==> src/rtl/product_accumulator_if.sv <==
// Stream bus of the product accumulator: a product beat stream in, and a frame total
// out, each with its own valid/ready handshake.
interface product_accumulator_if #(
    parameter int PROD_W = 16,
    parameter int ACC_W  = 24,
    parameter int CNT_W  = 4
);
    logic              in_valid;
    logic              in_ready;
    logic [PROD_W-1:0] product;
    logic              in_last;
    logic              out_valid;
    logic              out_ready;
    logic [ACC_W-1:0]  sum;
    logic [CNT_W-1:0]  beats;
    logic              overflow;

    modport slave (
        input  in_valid, product, in_last, out_ready,
        output in_ready, out_valid, sum, beats, overflow
    );

    modport master (
        output in_valid, product, in_last, out_ready,
        input  in_ready, out_valid, sum, beats, overflow
    );
endinterface

==> src/rtl/product_accumulator.sv <==
// Sums a frame of up to COUNT unsigned multiplier products into an ACC_W-bit total and
// hands the total, beat count and sticky overflow downstream on a valid/ready port.
module product_accumulator #(
    parameter int PROD_W = 16,
    parameter int ACC_W  = 24,
    parameter int COUNT  = 8
) (
    input  logic                  clk,
    input  logic                  rst_n,
    input  logic                  clear,
    product_accumulator_if.slave  bus
);
    localparam int CNT_W = $clog2(COUNT + 1);
    localparam logic [CNT_W-1:0] LAST_CNT = CNT_W'(COUNT - 1);

    typedef enum logic {ACCUM, DONE} state_t;

    state_t           state, state_nxt;
    logic             live;
    logic [ACC_W-1:0] acc;
    logic [CNT_W-1:0] cnt;
    logic             ovf;
    logic [ACC_W-1:0] sum_q;
    logic [CNT_W-1:0] beats_q;
    logic [ACC_W:0]   acc_ext;
    logic             ready;
    logic             accept;
    logic             frame_end;
    logic             handshake;

    // Extra top bit of acc_ext is the carry out of the accumulator.
    assign acc_ext = {1'b0, acc} + {{(ACC_W - PROD_W + 1){1'b0}}, bus.product};

    always_comb begin
        state_nxt = state;
        ready     = 1'b0;
        accept    = 1'b0;
        frame_end = 1'b0;
        handshake = 1'b0;
        case (state)
            ACCUM: begin
                ready  = live;
                accept = live & bus.in_valid & ~clear;
                if (accept && (bus.in_last || cnt == LAST_CNT)) begin
                    frame_end = 1'b1;
                    state_nxt = DONE;
                end
            end
            DONE: begin
                handshake = bus.out_ready & ~clear;
                if (handshake) state_nxt = ACCUM;
            end
            default: state_nxt = ACCUM;
        endcase
        if (clear) state_nxt = ACCUM;
    end

    always_ff @(posedge clk or negedge rst_n) begin
        if (!rst_n) begin
            state <= ACCUM;
            live  <= 1'b0;
        end else begin
            state <= state_nxt;
            live  <= 1'b1;
        end
    end

    // Running frame state; overflow stays visible through DONE until the handshake.
    always_ff @(posedge clk or negedge rst_n) begin
        if (!rst_n) begin
            acc     <= '0;
            cnt     <= '0;
            ovf     <= 1'b0;
            sum_q   <= '0;
            beats_q <= '0;
        end else if (clear || handshake) begin
            acc <= '0;
            cnt <= '0;
            ovf <= 1'b0;
        end else if (accept) begin
            acc <= acc_ext[ACC_W-1:0];
            cnt <= cnt + CNT_W'(1);
            ovf <= ovf | acc_ext[ACC_W];
            if (frame_end) begin
                sum_q   <= acc_ext[ACC_W-1:0];
                beats_q <= cnt + CNT_W'(1);
            end
        end
    end

    assign bus.in_ready  = ready;
    assign bus.out_valid = (state == DONE);
    assign bus.sum       = sum_q;
    assign bus.beats     = beats_q;
    assign bus.overflow  = ovf;
endmodule

==> src/flat_wrapper.sv <==
// flat-port wrapper written by rule: the top's interface ports become plain ports
module product_accumulator_flat 
#(
    parameter int PROD_W = 16,
    parameter int ACC_W  = 24,
    parameter int COUNT  = 8
)
  (clk, rst_n, clear, bus_in_valid, bus_product, bus_in_last, bus_out_ready, bus_in_ready, bus_out_valid, bus_sum, bus_beats, bus_overflow);
  product_accumulator_if #(.PROD_W(PROD_W), .ACC_W(ACC_W), .CNT_W(4)) bus_i ();
  input  logic clk;
  input  logic rst_n;
  input  logic clear;
  input wire logic [$bits(bus_i.in_valid)-1:0] bus_in_valid;
  input wire logic [$bits(bus_i.product)-1:0] bus_product;
  input wire logic [$bits(bus_i.in_last)-1:0] bus_in_last;
  input wire logic [$bits(bus_i.out_ready)-1:0] bus_out_ready;
  output wire logic [$bits(bus_i.in_ready)-1:0] bus_in_ready;
  output wire logic [$bits(bus_i.out_valid)-1:0] bus_out_valid;
  output wire logic [$bits(bus_i.sum)-1:0] bus_sum;
  output wire logic [$bits(bus_i.beats)-1:0] bus_beats;
  output wire logic [$bits(bus_i.overflow)-1:0] bus_overflow;
  assign bus_i.in_valid = bus_in_valid;
  assign bus_i.product = bus_product;
  assign bus_i.in_last = bus_in_last;
  assign bus_i.out_ready = bus_out_ready;
  assign bus_in_ready = bus_i.in_ready;
  assign bus_out_valid = bus_i.out_valid;
  assign bus_sum = bus_i.sum;
  assign bus_beats = bus_i.beats;
  assign bus_overflow = bus_i.overflow;
  product_accumulator #(.PROD_W(PROD_W), .ACC_W(ACC_W), .COUNT(COUNT)) u_core (.clk(clk), .rst_n(rst_n), .clear(clear), .bus(bus_i));
endmodule
==> config.mk <==
export PLATFORM = sky130hd
export DESIGN_NAME = product_accumulator_flat
export DESIGN_NICKNAME = d
export VERILOG_FILES = /design/src/rtl/product_accumulator_if.sv /design/src/rtl/product_accumulator.sv /design/src/flat_wrapper.sv
export SDC_FILE = /design/constraint.sdc
export NUM_CORES = 1
export LEC_CHECK = 0
export CAP_MARGIN = 10
export CORE_ASPECT_RATIO = 0.5
export CORE_MARGIN = 3
export CORE_UTILIZATION = 35
export CTS_CLUSTER_SIZE = 40
export DETAILED_ROUTE_END_ITERATION = 7
export GPL_TIMING_DRIVEN = 0
export RECOVER_POWER = 100
export SETUP_SLACK_MARGIN = 0.2
export SYNTH_ARGS = -nofsm -noshare
export SYNTH_HDL_FRONTEND = slang
export SYNTH_SLANG_ARGS = --single-unit
==> constraint.sdc <==
create_clock -name clk -period 2.8 [get_ports clk]
set_clock_uncertainty 0.05 [all_clocks]
set_input_delay 0.56 -clock clk [delete_from_list [all_inputs] [get_ports clk]]
set_output_delay 0.56 -clock clk [all_outputs]
set_load 0.05 [all_outputs]
; Word-level counts from Yosys, hierarchy flattened
; Index checks and enable logic that the tools add are counted.
[word_totals]
ff_bits = 59
input_bits = 22
[op_classes]
n_addsub = 2
n_eq_ne = 1
mux = 14
bitwise_logic = 7
reduce_logical = 5
[op_table]
columns = cell, count
row1 = 2-to-1 mux 24 bit, 2
row2 = adder 24 x 16 -> 25 bit, 1
row3 = 2-to-1 mux 1 bit, 9
row4 = 2-to-1 mux 4 bit, 2
row5 = "adder 4 x 1 -> 4 bit, second input constant", 1
row6 = "equality test 4 x 3 -> 1 bit, second input constant", 1
row7 = bitwise AND 1 bit, 3
row8 = NOT 1 bit, 3
row9 = AND reduction 3 bit, 1
row10 = logical OR 1 bit, 2
row11 = one-hot mux 1 bit (2 select lines), 1
row12 = nonzero test 2 bit, 1
row13 = logical AND 1 bit, 1
row14 = bitwise OR 1 bit, 1

; Longest topological paths before layout
[depth]
ltp_word = 6
ltp_mapped = 9

; Worst setup path after synthesis
; No wires, ideal clock.
[synth_path]
path_kind = input to register
from = input bus_product[0]
to = register u_core.sum_q[20] (netlist: u_core.bus.sum[20])
setup_ps = 140
arrival_time_ps = 2554
required_ps = 2610
setup_slack_ps = 56
path_stages = 8
path_buffers = 0
cell_sequence = ha_1 > fa_1 > a211oi_1 > o21ai_0 > a21oi_1 > o221ai_2 > a2111oi_0 > a211oi_1
[synth_via]
elab_chain_cells = 1
[synth_rtl]
columns = element, line
row1 = "start, declared", flat_wrapper.sv:14  ; input wire logic [$bits(bus_i.product)-1:0] bus_product;
row2 = adder 24 x 16 -> 25 bit, product_accumulator.sv:32  ; assign acc_ext = {1'b0, acc} + {{(ACC_W - PROD_W + 1){1'b0}}, bus.product};
row3 = "end signal, assigned", product_accumulator.sv:85  ; sum_q <= acc_ext[ACC_W-1:0];
row4 = "end, declared", product_accumulator.sv:23  ; logic [ACC_W-1:0] sum_q;
; Every way passes these cells.
; A chain may end at the register's enable or synchronous reset.

; Final worst setup path
[layout_path]
from = input bus_product[14]
to = register u_core.acc[21]
[layout_via]
elab_chain_cells = 3
[layout_rtl]
columns = element, line
row1 = adder 24 x 16 -> 25 bit, product_accumulator.sv:32
row2 = 2-to-1 mux 24 bit, product_accumulator.sv:80  ; end else if (accept) begin
row3 = 2-to-1 mux 24 bit, product_accumulator.sv:76  ; end else if (clear || handshake) begin
row4 = "end signal, assigned", product_accumulator.sv:81  ; acc <= acc_ext[ACC_W-1:0];
row5 = "end, declared", product_accumulator.sv:20  ; logic [ACC_W-1:0] acc;
; Every way passes these cells. The select of a mux whose other input is x is not followed.

==> flow_summary.toml <==
[global_route]
globalRouteTotalUtil_pct = 17.3
grt_use_met3_pct = 5.46
grt.met1_usage_pct = 25.1
global_route_wire_length_before_repair_mm = 14.1
groute.layer.met2.usage_pct = 24.8
first_global_vias = 2751
global_route.overflow_total = 0
antenna_found_initial = 0
grt_max_degree = 60
grt_most_used_layer = "met1"

[timing]
achievable-frequency_ghz = 0.384
setup_repair_after_global_routing_missed_its_margin = "yes"
final-max-slew-violation-count = 60
timing.max_slew.rel_slack_pct = -1.73
fin_ws_ns = 0.195
max_slew.worst_pin.slew_ns = 1.53
finalWorstPathRequiredPeriod_ns = 2.61
post-route-period-util_pct = 93.0
hold_vio_cnt_final = 0
final_setup_fails = 0

[synthesis]
post-synth-top-count-cell = "nand2_1"
synth_top_cell_by_area = "dfrtp_1"
top_cell_type_s_share_of_synthesized_area_pct = 44.6
ys_warn_count = 0
fraction_of_the_mapped_netlist_area_in_compound_gates_pct = 22.4
avgSynthCellArea_um2 = 9.45
yosys-mux-area-fraction_pct = 2.69
seq_area_frac_synth_pct = 44.6
syn_area_um2 = 3310
adder_and_majority_gate_portion_of_the_synthesized_area_pct = 7.04
ys_ff_latch = 59
ys_dominant_reg_cell = "dfrtp_1"
yosys.area_share.xor_xnor_pct = 5.83
largest_family_of_logic_cells_by_synthesized_area = "compound AO/OA/AOI/OAI gates"
postSynth.asyncResetShare_pct = 100
synth.top_cells.by_count = "nand2_1 (72), dfrtp_1 (59), o21ai_0 (24)"
yosys.area_share.simple_pct = 14.6
syn-instance-count = 350
post_synth_main_area_contributors = "dfrtp_1 (45%), nand2_1 (8.2%), ha_1 (6.4%)"
yosys.cell_types.count = 51
synth_enable_flop_cells = 0
synthesis.nets = 390

[power_and_ir_drop]
power.density_cell_area_nw_per_um2 = 708
vdd_ir_drop_max_uv = 308
power_leakage_uw = 0.00209

[detailed_routing]
postRouteAntennaNets = 0
via_per_inst = 5.18
routed_wire_length_per_instance_um = 16.1
total_detailed_routing_wirelength_mm = 8.73
detail_route.drc_violations = 0
firstDrtPassIters = 4
initialDrtViolationCount = 239
vias = 2817

[layout]
final_core_util_pct = 50.2
fillers = 853
multi_input_area_um2 = 1870
layout.area.seq_um2 = 1480
layout-area-overhead-vs-synth_pct = 35.9
n_antenna_cell = 0
final_layout_size_suffix_gt1_share_pct = 14.1
postLayoutCellArea_um2 = 4500
layout.nets = 462

[outcome]
failed_checks = "max-capacitance violations, max-slew violations"
status = "complete, but fails checks"

[cts]
cts_root_buffer_type = "clkbuf_16"
cts-htree-levels = 3
cts_sinks = 59
tritoncts.num_buffers = 9
clock_path_buffers = 2
cts_hold_buf = 0
clock_latency_ns = 0.34
worst_setup_hold_path_clk_slew_ns = 0.05
cts_tree = "yes"

[placement]
postPlaceCellArea_um2 = 3980
post-dp-hpwl_mm = 5.93
dp_slack_ns = -0.622
gpl.final_weighted_congestion = 0.803
portBuffers = 52

[die]
core_region_area_um2 = 8950
floorplan.die.width_um = 143
num_rows = 24
start_util_pct = 37.0
fp.dieArea_um2 = 10700
die_h_um = 74.7
design.portCount = 53

[worst_setup_path]
arrival_ns = 2.77
critical_path.startpoint = "bus_product[14]"
nature_of_the_critical_path_endpoint = "flip-flop"
critical_path.slowest_cell = "a211oi_1"
cp_num_buf_inv = 2
critical_path.reg2reg.startpoint = "u_core.acc[0]"
path_max_fanout = 7
cpPeakStageDelay_ns = 0.44
startpoint_type = "input port"
crit_chain = "clkdlybuf4s50_1, ha_1, clkbuf_1, a21oi_1, o21bai_1, nor2_1, a211oi_1, mux2i_1, nand2_1"
timing.setup.critical_path_class = "input port to flip-flop"
critPathRequiredTime_ns = 2.97
path_delay_family = "compound AO/OA/AOI/OAI gates"

[min_path]
hp-class = "flip-flop to flip-flop"
timing.hold.worst.start = "u_core.bus.sum[6]"

[job]
cap_violations = 1
## sequential cells by signal, summed over array words and instances (netlist names)
name	count
u_core.live	1
u_core.bus.sum	24
u_core.acc	24
u_core.cnt	4
u_core.bus.overflow	1
u_core.bus.out_valid	1
u_core.bus.beats	4
## report_power, final
| group | total, uW | internal, uW | switching [uW] |
|---|---|---|---|
| combinational | 971 | 344 | 627 |
| sequential | 1030 | 964 | 65.3 |
| clock | 1180 | 780 | 404 |
| total | 3180 | 2090 | 1100 |
## layer usage
layer	vias to the layer above	part of all wire [%]
li1	1388	-
met1	1353	52
met2	67	42
met3	9	5.3
met4	0	1.0
met5	-	0
## final timing paths
path | endpoint | slack (ns) | depth (start not counted)
hold / removal | u_core.bus.sum[6] | 0.42 | 2
setup / recovery | u_core.acc[21] | 0.19 | 9
max in group asynchronous | u_core.acc[21] | 1.24 | 1
setup reg to reg | u_core.bus.sum[16] | 0.25 | 9
hold reg to reg | u_core.bus.sum[6] | 0.42 | 2
min in group asynchronous | u_core.acc[0] | 0.55 | 1
## kinds of logic (layout without fill, tap and decap cells)
| group | after synthesis | after routing |
|---|---|---|
| and+or+nand+nor | 113 | 113 |
| xor gates and xnor gates | 22 | 22 |
| other | 1 | 1 |
| buffers and inverters | 23 | 100 |
| DFF | 59 | 59 |
| adders and majority gates | 18 | 18 |
| AOI/OAI and AO/OA | 106 | 106 |
| muxes | 8 | 8 |
## tightest hold or removal path, stage by stage, from the launching register on
cell and delay [ns]:
dfrtp_1 0.33, nand2_1 0.05, nand2_1 0.05
## layout make-up
type                    count  share of cell area [%]
repair buffers             61                    13.2
inverters                   7                   0.584
clock inverters             6                    2.00
plain buffers              16                    1.48
clock buffers              10                    5.09
well taps                 117                    3.26
flip-flops and latches     59                    32.8
multi-input cells         268                    41.6
## per-stage QoR
step                TNS, ns  instances  power [uW]  hold WS [ns]
floorplan                 0        350        1680         0.214
detailed placement   -12.84        519        1980         0.415
global placement     -68.16        519        1980         0.409
finish                    0        544        3180         0.415
CTS                       0        541        3230         0.284
global route              0        544        3330         0.439
## what timing repair did
| item | in CTS | in global routing |
|---|---|---|
| endpoints found under the hold margin | 0 | 0 |
| pin swaps | 12 | 10 |
| gates resized for setup | 23 | 20 |
| setup buffers | 6 | 3 |
| endpoints found under the setup margin | 30 | 46 |
## cells in the final DEF, fill, tap and decap left out, types with 6 or more instances in the layout
| master | Yosys | layout |
|---|---|---|
| a21oi_1 | 23 | 19 |
| dfrtp_1 | 59 | 59 |
| ha_4 | 0 | 6 |
| dlygate4sd3_1 | 0 | 32 |
| a22o_1 | 14 | 14 |
| nand2_1 | 72 | 71 |
| clkdlybuf4s50_1 | 0 | 12 |
| buf_4 | 0 | 8 |
| inv_1 | 7 | 7 |
| nor2_1 | 18 | 17 |
| xor2_1 | 7 | 7 |
| clkbuf_1 | 14 | 12 |
| a21o_1 | 8 | 8 |
| ha_1 | 17 | 10 |
| clkbuf_16 | 0 | 9 |
| xnor2_1 | 15 | 15 |
| o21ai_0 | 24 | 22 |
No activity file was read; power rests on OpenSTA's default activity.
